File: src/rtl/fetch.sv
// Instruction fetch stage: owns the PC, reads instruction memory over a
// req/ack handshake and presents the fetched word to decode through the IR.
// Redirects from execute discard any read still in flight.
module fetch #(
  parameter logic [31:0] RESET_PC = 32'h0000_0000,
  parameter logic [31:0] NOP_WORD = 32'h0000_0013
) (
  input  logic        clk,
  input  logic        reset,
  output logic        imem_req_o,
  output logic [31:0] imem_addr_o,
  input  logic [31:0] imem_data_i,
  input  logic        imem_ack_i,
  output logic [31:0] ir_o,
  output logic [31:0] pc_o,
  output logic        ir_valid_o,
  input  logic        advance_i,
  input  logic        stall_i,
  input  logic        redirect_i,
  input  logic [31:0] redirect_pc_i,
  output logic        misaligned_o,
  output logic [31:0] fetch_count_o
);

  typedef enum logic [2:0] {
    IDLE  = 3'd0,
    REQ   = 3'd1,
    HOLD  = 3'd2,
    FLUSH = 3'd3,
    FAULT = 3'd4
  } state_t;

  state_t      r_state;
  logic [31:0] r_pc;
  logic [31:0] r_addr;
  logic [31:0] r_ir;
  logic        r_mis;
  logic [31:0] r_count;

  state_t      w_state_next;
  logic [31:0] w_pc_next;
  logic [31:0] w_addr_next;
  logic [31:0] w_ir_next;
  logic        w_mis_next;
  logic [31:0] w_count_next;

  logic        w_target_bad;
  logic [31:0] w_pc_inc;

  assign w_target_bad = (redirect_pc_i[1:0] != 2'b00);
  assign w_pc_inc     = r_pc + 32'd4;

  // The request line and IR-valid flag are pure functions of the state, so
  // they can never be high together: a read is outstanding only in REQ/FLUSH
  // and a word is held only in HOLD.
  assign imem_req_o    = (r_state == REQ) || (r_state == FLUSH);
  assign ir_valid_o    = (r_state == HOLD);
  assign imem_addr_o   = r_addr;
  assign ir_o          = r_ir;
  assign pc_o          = r_pc;
  assign misaligned_o  = r_mis;
  assign fetch_count_o = r_count;

  // State register and datapath registers; reset wins over everything.
  always_ff @(posedge clk) begin
    if (!reset) begin
      r_state <= IDLE;
      r_pc    <= RESET_PC;
      r_addr  <= RESET_PC;
      r_ir    <= NOP_WORD;
      r_mis   <= 1'b0;
      r_count <= 32'd0;
    end else begin
      r_state <= w_state_next;
      r_pc    <= w_pc_next;
      r_addr  <= w_addr_next;
      r_ir    <= w_ir_next;
      r_mis   <= w_mis_next;
      r_count <= w_count_next;
    end
  end

  // Next-state logic: a redirect outranks advance and stall; a misaligned
  // target parks the stage in FAULT until reset.
  always_comb begin
    w_state_next = r_state;
    w_pc_next    = r_pc;
    w_addr_next  = r_addr;
    w_ir_next    = r_ir;
    w_mis_next   = r_mis;
    w_count_next = r_count;

    if (redirect_i && (r_state != FAULT) && w_target_bad) begin
      w_state_next = FAULT;
      w_mis_next   = 1'b1;
      w_ir_next    = NOP_WORD;
    end else begin
      case (r_state)
        IDLE: begin
          w_state_next = REQ;
          if (redirect_i) begin
            w_pc_next   = redirect_pc_i;
            w_addr_next = redirect_pc_i;
          end else begin
            w_addr_next = r_pc;
          end
        end
        REQ: begin
          if (redirect_i) begin
            w_pc_next = redirect_pc_i;
            if (imem_ack_i) begin
              // Returned word belongs to the abandoned path: drop it and
              // start the target read straight away.
              w_addr_next  = redirect_pc_i;
              w_state_next = REQ;
            end else begin
              // Memory still owes us the old word; wait it out in FLUSH.
              w_state_next = FLUSH;
            end
          end else if (imem_ack_i) begin
            w_ir_next    = imem_data_i;
            w_state_next = HOLD;
          end
        end
        HOLD: begin
          if (redirect_i) begin
            w_pc_next    = redirect_pc_i;
            w_addr_next  = redirect_pc_i;
            w_ir_next    = NOP_WORD;
            w_state_next = REQ;
          end else if (advance_i && !stall_i) begin
            w_pc_next    = w_pc_inc;
            w_addr_next  = w_pc_inc;
            w_ir_next    = NOP_WORD;
            w_count_next = r_count + 32'd1;
            w_state_next = REQ;
          end
        end
        FLUSH: begin
          if (redirect_i) begin
            w_pc_next = redirect_pc_i;
          end
          if (imem_ack_i) begin
            // Stale word is discarded; reissue at the latest target.
            w_addr_next  = redirect_i ? redirect_pc_i : r_pc;
            w_state_next = REQ;
          end
        end
        default: begin
          w_state_next = FAULT;
          w_ir_next    = NOP_WORD;
        end
      endcase
    end
  end

endmodule

File: config.mk
export PLATFORM = sky130hd
export DESIGN_NAME = fetch
export DESIGN_NICKNAME = d
export VERILOG_FILES = /design/src/rtl/fetch.sv
export SDC_FILE = /design/constraint.sdc
export NUM_CORES = 1
export LEC_CHECK = 0
export CAP_MARGIN = 20
export CORE_MARGIN = 2
export CORE_UTILIZATION = 44
export CTS_CLUSTER_SIZE = 12
export DETAILED_ROUTE_END_ITERATION = 6
export PLACE_DENSITY = 0.86
export SLEW_MARGIN = 40
export SYNTH_ARGS = -nofsm -noshare
export SYNTH_HDL_FRONTEND = slang
export SYNTH_SLANG_ARGS = --single-unit
File: constraint.sdc
create_clock -name clk -period 1.9 [get_ports clk]
set_input_delay 0.285 -clock clk [delete_from_list [all_inputs] [get_ports clk]]
set_output_delay 0.285 -clock clk [all_outputs]
set_load 0.02 [all_outputs]
==> metrics <==
Clock Tree Root clkbuf_16; violated checks design-rule violations, negative setup slack; RSZ-0062 raised after global routing true; Synth top area share 36.47%; area grow syn2layout 66.53%; Syn Nets 1022; worst-path fanout max 20; GRT Util Overall 32.85%; hold path cells 4; cts hold-fix bufs 0; Min Clock Period, post-route 1.964 ns; initial antenna violation count 1; largest net degree at the start of global routing 55; CP arrival 2.27 ns; Die X 132.3 µm; fin nets 1367; DR WL/cell 20.35 µm; Slowest-stage cell, CP dfxtp_4; Reg2Reg Depth 9; # H-tree levels 4; Chip Height 132.3 µm; PortBufs 200; combinational share of power 21.8%; core area 0.01600 mm²; I/O pin total 201; Worst Tran Pin Value 0.5294 ns; floorplan row count 46; synthesized flop and latch total 132; TritonCTS clock tree done; vias after detailed routing 9387; # DRC 18; grt total ovfl 0; cell with the most instances after synthesis dfxtp_1; CP Class register to register; Reg-to-Reg End imem_addr_o[18]; most common library cells after synthesis dfxtp_1, nand2_1, a21oi_1; YS warnings 0; clock sink total 132; vias in the first global route 8829; cell area after layout 0.01207 mm²; Worst-Skew Late Latency 0.43 ns; Max Slew Vio Count 0; LEAKAGE 0.004644 µW; clock transition at the registers of the reported paths 0.06 ns; highest clock rate 0.5091 GHz; Slew headroom 64.47%; Top FF cell, synth dfxtp_1; worst hold start reset; register-to-register path setup slack -0.06 ns; final hold violation count 0; Max Root-Sink Buffers 2; Starting Density 45.28%; Synth Instances 950; initial drt markers 1093; Peak supply drop 660.5 µV; Synth area leader dfxtp_1; Final Worst Setup Slack -0.06415 ns; Final period util 103.4%; Slowest Stage Delay on Critical Path 0.37 ns; switching portion of total power 30.23%; Seq pwr share 36.5%; ANT nets after route 0; CP Data Required Time 2.21 ns; R2R Path Start r_state[0]; worst path cell trace buf_4 > buf_4 > nand2b_4 > o311ai_4 > nor2_2 > buf_12 > buf_4 > o21ai_0 > a31oi_1; Cell Pwr Density 680.7 mW/mm²; final setup vio count 5; half-perimeter wire length after placement 21090 µm; setup TNS -0.1315 ns; DIE AREA 0.01751 mm²; routed wire length 31030 µm; CP endpoint kind register; first-pass GRT wire length 46320 µm; placer congestion estimate 1.016; Final Skew 0.008804 ns; Avg Inst Size Synth 7.627 µm²; Mapped Area 0.007246 mm²; Seq/Total Area, Yosys 36.47%; fill cell count 1162; crit-path most repeated cell buf_4; via density per instance 6.155; Cells after DPL 1475; status complete, but fails checks; share of post-route cells with drive strength above 1 27.06%; Worst Hold Class primary input to register; Placed Area 0.01085 mm²; Internal 5730 µW; Synth cell types 70; Hold EP pc_o[4]; Post-synth EDFFs 0; Post-Layout Cell Count 1525; top area cells in the synthesized netlist dfxtp_1, a21oi_1, nand2_1; asr flop ratio synth 0%; clock share of power 41.7%; Setup crit start kind register; DR pass1 iterations 7; cts bufs inserted 17; worst slack, placed -0.5054 ns; max_cap viols 0; net load switching power 2483 µW
routing by layer:
layer / up-vias / wire length, µm / part of all wire, % / track usage [%]
met5: - / 0 / 0 / 0
met4: 0 / 1102 / 3.6 / 14.70
met3: 116 / 3097 / 10 / 7.190
met2: 592 / 14820 / 48 / 53.83
met1: 4466 / 12010 / 39 / 41.42
li1: 4213 / - / - / -
kinds of logic (layout without fill, tap and decap cells):
kind of cell,Yosys count,after routing,share of synthesized area [%]
and+or+nand+nor,390,391,27.68
AOI/OAI and AO/OA,283,283,25.07
DFF,132,132,36.47
buffers and inverters,106,463,5.647
xor gates and xnor gates,21,21,2.538
muxes,16,16,2.245
adders and majority gates,2,2,0.3453
other,0,1,0
worst max path at each step:
stage / startpoint / cells after the start / to
global placement: redirect_pc_i[1] / 7 / imem_addr_o[6]
floorplan: r_state[0] / 7 / fetch_count_o[28]
global route: pc_o[3] / 8 / imem_addr_o[24]
detailed placement: redirect_pc_i[0] / 7 / imem_addr_o[6]
CTS: r_state[0] / 9 / imem_addr_o[31]
finish: r_state[0] / 9 / imem_addr_o[18]
registers in the layout, indices dropped and copies added (netlist names):
register and flops:
r_state 3, misaligned_o 1, imem_addr_o 32, fetch_count_o 32
pc_o 32, ir_o 32
stage by stage:
step                      power (µW)  hold slack [ns]  util (%)
final                           8213           0.3634     75.41
after global routing            8451           0.3575     75.41
after CTS                       8099           0.3451     72.89
after detailed placement        4687           0.4428     67.83
after global placement          4654           0.4369     67.83
after floorplan                 3791           0.4369         -
cell type report:
| class | instances | area (µm²) | area share, % |
|---|---|---|---|
| inverter | 20 | 75.07 | 0.6221 |
| clock buffer | 19 | 475.5 | 3.940 |
| multi-input combinational | 713 | 4626 | 38.33 |
| tap | 216 | 270.3 | 2.240 |
| timing repair buffer | 411 | 3776 | 31.29 |
| sequential | 132 | 2705 | 22.42 |
| clock inverter | 13 | 136.4 | 1.130 |
| antenna | 1 | 2.502 | 0.02074 |
what timing repair did:
item | in CTS | in global routing
setup endpoints to repair | 113 | 96
setup buffers | 6 | 9
gates resized for setup | 51 | 76
pin swaps | 11 | 21
gates cloned | 0 | 3
power groups by stage:
stage               Sequential (µW)  Combinational, µW  Clock (µW)
floorplan                      3180                607           0
global placement               3050               1610           0
detailed placement             3050               1640           0
CTS                            2990               1670        3430
global route                   3010               1880        3560
finish                         3000               1790        3420
critical path, delay by kind of cell (launching register included):
family / cells / cell delay, ns
DFF: 1 / 0.37
AOI/OAI and AO/OA: 3 / 0.59
buffers and inverters: 4 / 0.61
and+or+nand+nor: 2 / 0.26
placed cells by master, fill, tap and decap left out, types with 14 or more instances in the layout:
master and n:
nor2_1 70, clkdlybuf4s50_1 184, nand2_1 88, dfxtp_2 17, mux2i_1 14, nand3_1 61, nand4_1 26, inv_1 18
a31oi_1 15, clkbuf_16 21, nor3_1 24, a21oi_1 81, o21ai_0 54, dfxtp_1 104, xnor2_1 19, buf_4 192
Note: power is estimated with default switching activity, not from simulation.
